## src/rtl/checker_memory_arbiter.sv

```systemverilog
// Two-master Wishbone arbiter for the checker memory slave port: round-robin grant held for a
// whole cycle, plus a stall watchdog that returns err to the owning master.
module checker_memory_arbiter #(
  parameter int unsigned TIMEOUT   = 255,
  parameter int unsigned TIMEOUT_W = 8
) (
  input  logic        sys_clk,
  input  logic        sys_rst,
  input  logic [31:0] m0_adr_i,
  input  logic [31:0] m0_dat_i,
  output logic [31:0] m0_dat_o,
  input  logic [3:0]  m0_sel_i,
  input  logic        m0_stb_i,
  input  logic        m0_cyc_i,
  input  logic        m0_we_i,
  output logic        m0_ack_o,
  output logic        m0_err_o,
  input  logic [31:0] m1_adr_i,
  input  logic [31:0] m1_dat_i,
  output logic [31:0] m1_dat_o,
  input  logic [3:0]  m1_sel_i,
  input  logic        m1_stb_i,
  input  logic        m1_cyc_i,
  input  logic        m1_we_i,
  output logic        m1_ack_o,
  output logic        m1_err_o,
  output logic [31:0] s_adr_o,
  output logic [31:0] s_dat_o,
  input  logic [31:0] s_dat_i,
  output logic [3:0]  s_sel_o,
  output logic        s_stb_o,
  output logic        s_cyc_o,
  output logic        s_we_o,
  input  logic        s_ack_i,
  output logic [1:0]  grant_o,
  output logic        busy_o
);

  typedef enum logic [1:0] {StIdle, StOwn0, StOwn1} state_e;

  localparam bit WdogEn = (TIMEOUT != 0);
  localparam logic [TIMEOUT_W-1:0] WdogLast = TIMEOUT_W'(WdogEn ? TIMEOUT - 1 : 0);

  state_e               state_q, state_d;
  logic                 last_owner_q, last_owner_d;
  logic [TIMEOUT_W-1:0] wdog_q, wdog_d;

  logic        owned;
  logic        fire;
  logic [31:0] mst_adr;
  logic [31:0] mst_dat;
  logic [3:0]  mst_sel;
  logic        mst_stb;
  logic        mst_cyc;
  logic        mst_we;

  assign owned   = (state_q != StIdle);
  assign grant_o = {state_q == StOwn1, state_q == StOwn0};
  assign busy_o  = owned;

  // Read data is broadcast; only the owner's ack qualifies it.
  assign m0_dat_o = s_dat_i;
  assign m1_dat_o = s_dat_i;

  always_comb begin
    mst_adr = m0_adr_i;
    mst_dat = m0_dat_i;
    mst_sel = m0_sel_i;
    mst_stb = m0_stb_i;
    mst_cyc = m0_cyc_i;
    mst_we  = m0_we_i;
    if (state_q == StOwn1) begin
      mst_adr = m1_adr_i;
      mst_dat = m1_dat_i;
      mst_sel = m1_sel_i;
      mst_stb = m1_stb_i;
      mst_cyc = m1_cyc_i;
      mst_we  = m1_we_i;
    end
  end

  // An ack landing on the last watchdog count wins over the timeout.
  assign fire = WdogEn && owned && mst_stb && !s_ack_i && (wdog_q == WdogLast);

  always_comb begin
    s_adr_o  = '0;
    s_dat_o  = '0;
    s_sel_o  = '0;
    s_we_o   = 1'b0;
    s_stb_o  = 1'b0;
    s_cyc_o  = 1'b0;
    if (owned) begin
      s_adr_o = mst_adr;
      s_dat_o = mst_dat;
      s_sel_o = mst_sel;
      s_we_o  = mst_we;
      s_stb_o = mst_stb & ~fire;
      s_cyc_o = mst_cyc & ~fire;
    end
    m0_ack_o = (state_q == StOwn0) & s_ack_i;
    m1_ack_o = (state_q == StOwn1) & s_ack_i;
    m0_err_o = (state_q == StOwn0) & fire;
    m1_err_o = (state_q == StOwn1) & fire;
  end

  always_comb begin
    state_d      = state_q;
    last_owner_d = last_owner_q;
    unique case (state_q)
      StIdle: begin
        if (m0_cyc_i && (!m1_cyc_i || last_owner_q)) begin
          state_d      = StOwn0;
          last_owner_d = 1'b0;
        end else if (m1_cyc_i) begin
          state_d      = StOwn1;
          last_owner_d = 1'b1;
        end
      end
      StOwn0: if (!m0_cyc_i || fire) state_d = StIdle;
      StOwn1: if (!m1_cyc_i || fire) state_d = StIdle;
      default: state_d = StIdle;
    endcase
    wdog_d = (!owned || !mst_stb || s_ack_i || fire) ? '0 : wdog_q + TIMEOUT_W'(1);
  end

  always_ff @(posedge sys_clk) begin
    if (sys_rst) begin
      state_q      <= StIdle;
      last_owner_q <= 1'b1;
      wdog_q       <= '0;
    end else begin
      state_q      <= state_d;
      last_owner_q <= last_owner_d;
      wdog_q       <= wdog_d;
    end
  end

endmodule

```

## config.mk

```make
export PLATFORM = sky130hd
export DESIGN_NAME = checker_memory_arbiter
export DESIGN_NICKNAME = d
export VERILOG_FILES = /design/src/rtl/checker_memory_arbiter.sv
export SDC_FILE = /design/constraint.sdc
export NUM_CORES = 1
export LEC_CHECK = 0
export BUFFER_PORTS_ARGS = -buffer_cell sky130_fd_sc_hd__buf_4
export CORE_AREA = 3 3 124 126
export CTS_BUF_LIST = sky130_fd_sc_hd__clkbuf_2
export DETAILED_ROUTE_END_ITERATION = 16
export DIE_AREA = 0 0 127 129
export GPL_TIMING_DRIVEN = 0
export MAX_ROUTING_LAYER = met4
export PLACE_DENSITY = 0.46
export SETUP_SLACK_MARGIN = 0.5
export SLEW_MARGIN = 0
export SYNTH_ARGS = -nofsm -noshare
export SYNTH_HDL_FRONTEND = slang
export SYNTH_SLANG_ARGS = --single-unit
```

## constraint.sdc

```tcl
create_clock -name sys_clk -period 3.08 [get_ports sys_clk]
set_input_delay 0.616 -clock sys_clk [delete_from_list [all_inputs] [get_ports sys_clk]]
set_output_delay 0.616 -clock sys_clk [all_outputs]
set_load 0.05 [all_outputs]
```

## Word level (Yosys, flattened, before mapping)

Index checks and enable logic that the tools add are counted.

- Add/subtract/negate cells: 1
- Equality and inequality tests: 6
- Muxes and demuxes: 19
- Bitwise operators: 7
- Reduce and logical (&&, ||, !) cells: 21

Operators with widths:

| operator | count |
|---|---|
| two-way mux 32 bit | 4 |
| adder 8 x 1 -> 8 bit, second input constant | 1 |
| == test 8 bit, second input constant | 1 |
| two-way mux 1 bit | 8 |
| two-way mux 2 bit | 4 |
| two-way mux 4 bit | 2 |
| bitwise AND 1 bit | 6 |
| logical OR 1 bit | 6 |
| case mux 2 bit (3 select lines) | 1 |
| logical NOT 1 bit | 5 |
| logical AND 1 bit | 4 |
| inequality test 2 x 1 -> 1 bit, second input constant | 2 |
| nonzero test 2 bit | 2 |
| inequality test 3 bit, second input constant | 1 |
| AND reduction 3 bit | 1 |
| == test 2 x 1 -> 1 bit, second input constant | 1 |
| == test 2 bit, second input constant | 1 |
| logical NOT 2 bit | 1 |
| AND reduction 2 bit | 1 |
| OR reduction 2 bit | 1 |
| NOT 1 bit | 1 |

- Flip-flop bits (word level): 11
- Input port bits: 177
- Output and inout bits: 142
- Word-level logic and storage cells: 57

## Logic depth before layout (Yosys ltp)

Gate-level depths: netlist of the first run.

- Depth in word-level cells: 8
- Gate-level depth with buffers: 5
- Depth with buffers taken out: 5

## Worst setup path after synthesis of the first run

OpenSTA, ideal clock, no wires.

- Path type: register to output
- Start point: register state_q[0]
- End point: output port m0_err_o
- Arrival time: 1.683 ns
- Required time: 2.464 ns
- Setup slack: 0.781 ns
- Stages on the path, launching flop included: 3
- Buffers on the path: 0
- Path through: dfxtp_1 -> nor2b_1 -> and2_1

- Elaborated cells on any way between the ends: 8
- Classes of those cells: eq/ne: 2; mux: 1; bitwise: 1; reduce/logical: 4

RTL lines:

| element | line | RTL |
|---|---|---|
| from (decl) | 44 | `state_e state_q, state_d;` |
| from (signal assigned) | 128 | `state_q <= StIdle;` |
| from (signal assigned) | 132 | `state_q <= state_d;` |
| == test 2 x 1 -> 1 bit | -- |  |
| via grant_o[0] | 35 | `output logic [1:0] grant_o,` |
| bitwise AND 1 bit | 102 | `m0_err_o = (state_q == StOwn0) & fire;` |
| to (decl) | 17 | `output logic m0_err_o,` |

The timed path passes the listed nets, and every way through them passes these cells.

## Final worst setup path of the first run

- Start point: register state_q[0]
- End point: output port s_adr_o[15]

- Cells in the longest elaborated chain, start to end: 3
- Elaborated cells on any way between the ends: 4
- Classes of those cells: eq/ne: 1; mux: 2; reduce/logical: 1

Ends and longest elaborated chain:

| element | line | RTL |
|---|---|---|
| == test 2 bit | 72 | `if (state_q == StOwn1) begin` |
| two-way mux 32 bit | 72 |  |
| two-way mux 32 bit (*) | 92 | `if (owned) begin` |
| to (decl) | 27 | `output logic [31:0] s_adr_o,` |

Every way passes the cells marked *; elsewhere a longest branch is shown, timed or not.

==> results_dict.tcl, run 1 <==
set metrics [dict create \
    hold_violations 0 \
    cts-hold-fix-buffers 0 \
    cts-resized-gates 0 \
    syn_to_final_growth_pct 136 \
    worst_setup_path_end_kind "output port" \
    cp_max_fo 10 \
    layout-drive-gt1-share 0.737 \
    yosysUniqueCellTypes 32 \
    finalWeightedCongestion 0.848 \
    syn_avg_cell_area_sq_um 8.18 \
    grt_pass1_wl_mm 15.0 \
    yosys_warnings 0 \
    ant_nets 0 \
    cp-start-kind "register" \
    dr.pass1.iters 4 \
    fin_tns_setup_ps 0 \
    cts_made_buffers 3 \
    antenna_cells 0 \
    avgViaCountPerCell 3.98 \
    num_rows 44 \
    crit_family "buffers and inverters" \
    cts_setup_buffers 0 \
    initial_core_util 0.122 \
    grt_start_max_net_pins 11 \
    max-vdd-ir-drop_uv 149 \
    mappedNetlistArea_sq_um 1770 \
    synth_edf_count 0 \
    yosysSeqAreaShare 0.125 \
    crit_type "register to output port" \
    wl_per_cell_um 15.7 \
    ys_seq_elements 11 \
    cts.root.buffer_cell "clkbuf_2" \
    relSlewSlack 0.714 \
    clk_latency_ps 260 \
    drt-total-wl_mm 10.8 \
    worstPathRequired_ps 2460 \
    leakage_nw 2.25 \
    nNetsFinal 686 \
    vias 2746 \
    fin_total_pwr_mw 1.24 \
    cts_max_level 1 \
    power.density_nw_per_um2 297 \
    placed_cell_area_sq_um 4140 \
    slew_viol_final 0 \
    fin_area_sq_um 4170 \
    cts_sinks 11 \
    first_global_vias 2730 \
    grtUsageTotal 0.116 \
    postSynthCellCount 216 \
    async_flop_share 0 \
    max_stage_delay_ps 440 \
    cp_num_buf_inv 3 \
    cp.arrival_ps 1820 \
    die_h_um 129 \
    hold_class "register to register" \
    io_pins 319 \
    dp_cells 686 \
    cts_tree "yes" \
    drc_errors 0 \
    tightest_slew_ps 427 \
    core_area_sq_um 14400 \
    rrSetupSlack_ps 1640 \
    antenna_found_initial 0 \
    fin_skew_ps 7.63 \
    rsz0062_at_grt "true" \
    grt_overflow 0 \
    fin_cells 690 \
    hpwlAfterDp_mm 9.45 \
    synth_nets 395 \
    clk_pin_slew_ps 120 \
    finalSetupViolCount 0 \
    cts_buffer_depth 2 \
    status "finished clean" \
    crit_chain "buf_2, buf_1, a22o_1, buf_4" \
    max_freq_mhz 410 \
    die_x_um 127 \
    placement.io_buffers 286 \
    die_area_sq_um 16400 \
    fin_hold_ws_ps 536 \
    fin_crit_sh 0.792 \
    ys.flop_type "dfxtp_1" \
    fin_crit_ps 2440 \
    drtIter0Drc 83 \
    maxCapViolations 0 \
    worst_path_max_delay_cell "dfxtp_1" \
]
layout by cell type (no fill, tap or decap), types with 2 or more instances in the layout:
cell and instances:
nand2_1 3, ha_1 2, nand3_1 4, buf_4 355, a22o_1 69, nand3b_1 3
clkbuf_4 2, and2_1 4, buf_2 5, dfxtp_1 11, a22oi_1 2, nor2_1 6
clkbuf_2 7, nor2b_1 3, nor3_1 5, a21oi_1 3, xor2_1 2, o21ai_0 3
inv_1 2, a211oi_2 2
kinds of logic after synthesis:
family                   synth area share
AO/OA/AOI/OAI                       0.407
adder cells (fa/ha/maj)            0.0142
buffers and inverters               0.326
AND/OR/NAND/NOR                     0.114
XOR/XNOR                           0.0149
flip-flops                          0.125
power breakdown:
group	internal, mW	switching (mW)	leakage [nW]	total [mW]
clock network	0.0345	0.0518	0.0166	0.0862
logic	0.391	0.611	2.14	1.00
registers	0.146	0.00509	0.0893	0.151
per-layer routing:
metal | part of all wire | up-vias | GRT usage
li1 | - | 1340 | -
met1 | 0.36 | 1259 | 0.135
met2 | 0.55 | 137 | 0.217
met3 | 0.076 | 10 | 0.0178
met4 | 0.0080 | 0 | 0.0139
met5 | 0 | - | -
flip-flops by register name, indices dropped and copies added (netlist names):
signal,count
wdog_q,8
last_owner_q,1
state_q,2
worst paths after layout:
check / start / endpoint / cells after the start
min: wdog_q[7] / wdog_q[7] / 1
max reg2reg: wdog_q[1] / state_q[0] / 4
min reg2reg: wdog_q[7] / wdog_q[7] / 1
max: state_q[0] / s_adr_o[15] / 4
cells in the mapped netlist, types with 2 or more instances:
master | instances | area share
dfxtp_1 | 11 | 0.12
ha_1 | 2 | 0.014
and2_1 | 4 | 0.014
o21ai_0 | 3 | 0.0085
inv_1 | 2 | 0.0043
buf_1 | 2 | 0.0043
nor2_1 | 6 | 0.013
buf_2 | 7 | 0.020
a21oi_1 | 3 | 0.0085
nor3_1 | 5 | 0.014
nand3_1 | 4 | 0.011
buf_4 | 69 | 0.29
nand2_1 | 3 | 0.0064
a22o_1 | 69 | 0.34
a211oi_2 | 2 | 0.014
a22oi_1 | 2 | 0.0085
nand3b_1 | 3 | 0.013
clkbuf_1 | 2 | 0.0043
nor2b_1 | 3 | 0.011
xor2_1 | 2 | 0.0099
through the flow:
step / util / setup slack, ps
after CTS: 0.289 / 513
after global routing: 0.289 / 491
after global placement: 0.287 / 698
after floorplan: - / 781
final: 0.289 / 640
after detailed placement: 0.287 / 695
area by class of cell:
cell class	count	area (sq um)
inverter	2	7.51
clock buffer	4	20.0
sequential	11	220
buffer	80	577
multi-input combinational	123	971
fill	1580	10300
timing repair buffer	286	2150
tap	184	230
worst reg2reg max path: stages (launching register included):
cell and delay, ps:
dfxtp_1 450, ha_1 230, nand3_1 130, a211oi_2 360, a221oi_1 150
(Power assumes the default switching activity.)
==> run 2: changes to the inputs <==
--- a/config.mk
+++ b/config.mk
@@ -6,13 +6,13 @@
 export NUM_CORES = 1
 export LEC_CHECK = 0
 export BUFFER_PORTS_ARGS = -buffer_cell sky130_fd_sc_hd__buf_4
-export CORE_AREA = 3 3 124 126
+export CORE_AREA = 3 3 121 123
 export CTS_BUF_LIST = sky130_fd_sc_hd__clkbuf_2
 export DETAILED_ROUTE_END_ITERATION = 16
-export DIE_AREA = 0 0 127 129
+export DIE_AREA = 0 0 124 126
 export GPL_TIMING_DRIVEN = 0
 export MAX_ROUTING_LAYER = met4
-export PLACE_DENSITY = 0.46
+export PLACE_DENSITY = 0.48
 export SETUP_SLACK_MARGIN = 0.5
 export SLEW_MARGIN = 0
 export SYNTH_ARGS = -nofsm -noshare
==> constraint.sdc (replaced) <==
create_clock -name sys_clk -period 2.4 [get_ports sys_clk]
set_input_delay 0.48 -clock sys_clk [delete_from_list [all_inputs] [get_ports sys_clk]]
set_output_delay 0.48 -clock sys_clk [all_outputs]
set_load 0.05 [all_outputs]
==> run 2 against run 1 <==
Hold slack got worse by 97 ps. Clock skew decreased by 6.2 ps. Worst setup slack got worse by 280 ps. Cell area increased by 12%. Critical path depth increased by 1. Count of clock-buffer cells in the layout unchanged. Sequential power increased by 27%. Non-clock buffer count increased by 12. Sequential cell count unchanged. Utilization increased by 4.9 points. Final cell count increased by 1.2%.
==> results_dict.tcl, run 2 (same netlist as run 1, synthesis figures left out) <==
set metrics [dict create \
    status "finished clean" \
    fin_tns_setup_ps 0 \
    avgViaCountPerCell 4.12 \
    fin_crit_sh 0.851 \
    cts_tree "yes" \
    fin_cells 698 \
    cp_num_buf_inv 2 \
    top_regs "wdog_q (8), state_q (2), last_owner_q (1)" \
    cp-start-kind "register" \
    worstPathRequired_ps 1920 \
    rrSetupSlack_ps 1010 \
    wl_per_cell_um 17.1 \
    drt-total-wl_mm 12.0 \
    fin_skew_ps 1.41 \
    reg2reg_depth 5 \
    cts_buffer_depth 2 \
    finalWeightedCongestion 0.793 \
    leakage_nw 2.42 \
    finalSetupViolCount 0 \
    crit_type "register to output port" \
    nNetsFinal 698 \
    hpwlAfterDp_mm 10.2 \
    r2r-end "state_q[0]" \
    grtUsageTotal 0.136 \
    min_delay_path_depth 2 \
    clk_pin_slew_ps 100 \
    antenna_found_initial 0 \
    first_global_vias 2963 \
    initial_core_util 0.128 \
    fill_cells 1475 \
    drtIter0Drc 85 \
    layout-drive-gt1-share 0.784 \
    ant_nets 0 \
    regMostFlops "wdog_q" \
    final_common_cell "buf_4" \
    antenna_cells 0 \
    io_pins 319 \
    num_rows 43 \
    cp.arrival_ps 1560 \
    cts_max_level 1 \
    vias 2879 \
    max_stage_delay_ps 390 \
    die_area_sq_um 15600 \
    tightest_slew_ps 428 \
    cts_sinks 11 \
    worst_setup_path_end_kind "output port" \
    fin_hold_ws_ps 439 \
    core_area_sq_um 13800 \
    worst_path_max_delay_cell "dfxtp_4" \
    largest_reg_flops 8 \
    die_h_um 126 \
    syn_to_final_growth_pct 164 \
    crit_family "flip-flops" \
    grt_pass1_wl_mm 16.2 \
    rsz0062_at_grt "true" \
    grt_start_max_net_pins 11 \
    power.density_nw_per_um2 364 \
    die_x_um 124 \
    hold_violations 0 \
    crit_chain "nand4bb_4, a211oi_4, buf_4, nor2_2, buf_6" \
    cts_made_buffers 3 \
    clk_latency_ps 250 \
    cp_max_fo 6 \
    drc_errors 0 \
    final_cell_mix "316 x buf_4, 66 x a22o_1, 53 x buf_6" \
    setup_slack_ps 358 \
    hold_class "primary input to register" \
    hold_start "m1_cyc_i" \
    max_freq_mhz 490 \
    placement.io_buffers 286 \
    dp_cells 682 \
    grt_overflow 0 \
    holdPathEnd "state_q[0]" \
    fin_crit_ps 2040 \
    relSlewSlack 0.714 \
    maxCapViolations 0 \
    cts.root.buffer_cell "clkbuf_2" \
    max-vdd-ir-drop_uv 205 \
    dr.pass1.iters 4 \
    slew_viol_final 0 \
    cts-hold-fix-buffers 0 \
    reg2reg_from "state_q[0]" \
    pre_cts_slack_ps 95.2 \
]
## run 2: cell types whose count changed in the layout (fill, tap and decap cells not counted), sizes merged
cell | before | now
buf | 361 | 374
clkbuf | 9 | 8
## run 2: power by group
part / internal [mW] / total (mW) / switching [mW] / leakage, nW
Clock: 0.0442 / 0.105 / 0.0606 / 0.0166
Combinational: 0.577 / 1.40 / 0.819 / 2.31
Sequential: 0.185 / 0.192 / 0.00707 / 0.0938
Total: 0.806 / 1.69 / 0.886 / 2.42
## run 2: final cells by class
cell class | instances | area [sq um] | share of cell area
Inverter | 2 | 7.51 | 0.00161
Tap cell | 180 | 225 | 0.0484
Timing Repair Buffer | 298 | 2450 | 0.526
Buffer | 80 | 647 | 0.139
Multi-Input combinational cell | 123 | 1070 | 0.229
Sequential cell | 11 | 239 | 0.0513
Clock buffer | 4 | 20.0 | 0.00430
## run 2: per-layer routing
layer  track usage  part of all wire  vias up
li1              -                 -     1362
met1         0.142              0.34     1365
met2         0.266              0.55      142
met3        0.0283             0.092       10
met4        0.0129             0.010        0
met5             -                 0        -
## run 2: worst max path at each step
stage	start	end	cells past startpoint
global route	state_q[0]	s_stb_o	5
CTS	state_q[0]	s_cyc_o	5
floorplan	state_q[1]	s_cyc_o	4
detailed placement	s_ack_i	m1_err_o	5
finish	state_q[0]	s_stb_o	5
global placement	s_ack_i	m1_err_o	5
## run 2: metrics by stage
stage | total power [mW] | util | instance area [sq um]
2_1_floorplan | 1.01 | - | 1780
3_3_place_gp | 1.50 | 0.301 | 4150
3_5_place_dp | 1.50 | 0.301 | 4150
6_report | 1.69 | 0.338 | 4660
5_1_grt | 1.77 | 0.338 | 4660
4_1_cts | 1.65 | 0.320 | 4410
## run 2: repair_timing
item | in CTS | in global routing
setup endpoints to repair | 75 | 74
buffers inserted | 9 | 2
pin swaps | 3 | 7
cloned | 0 | 1
gates resized for setup | 53 | 51
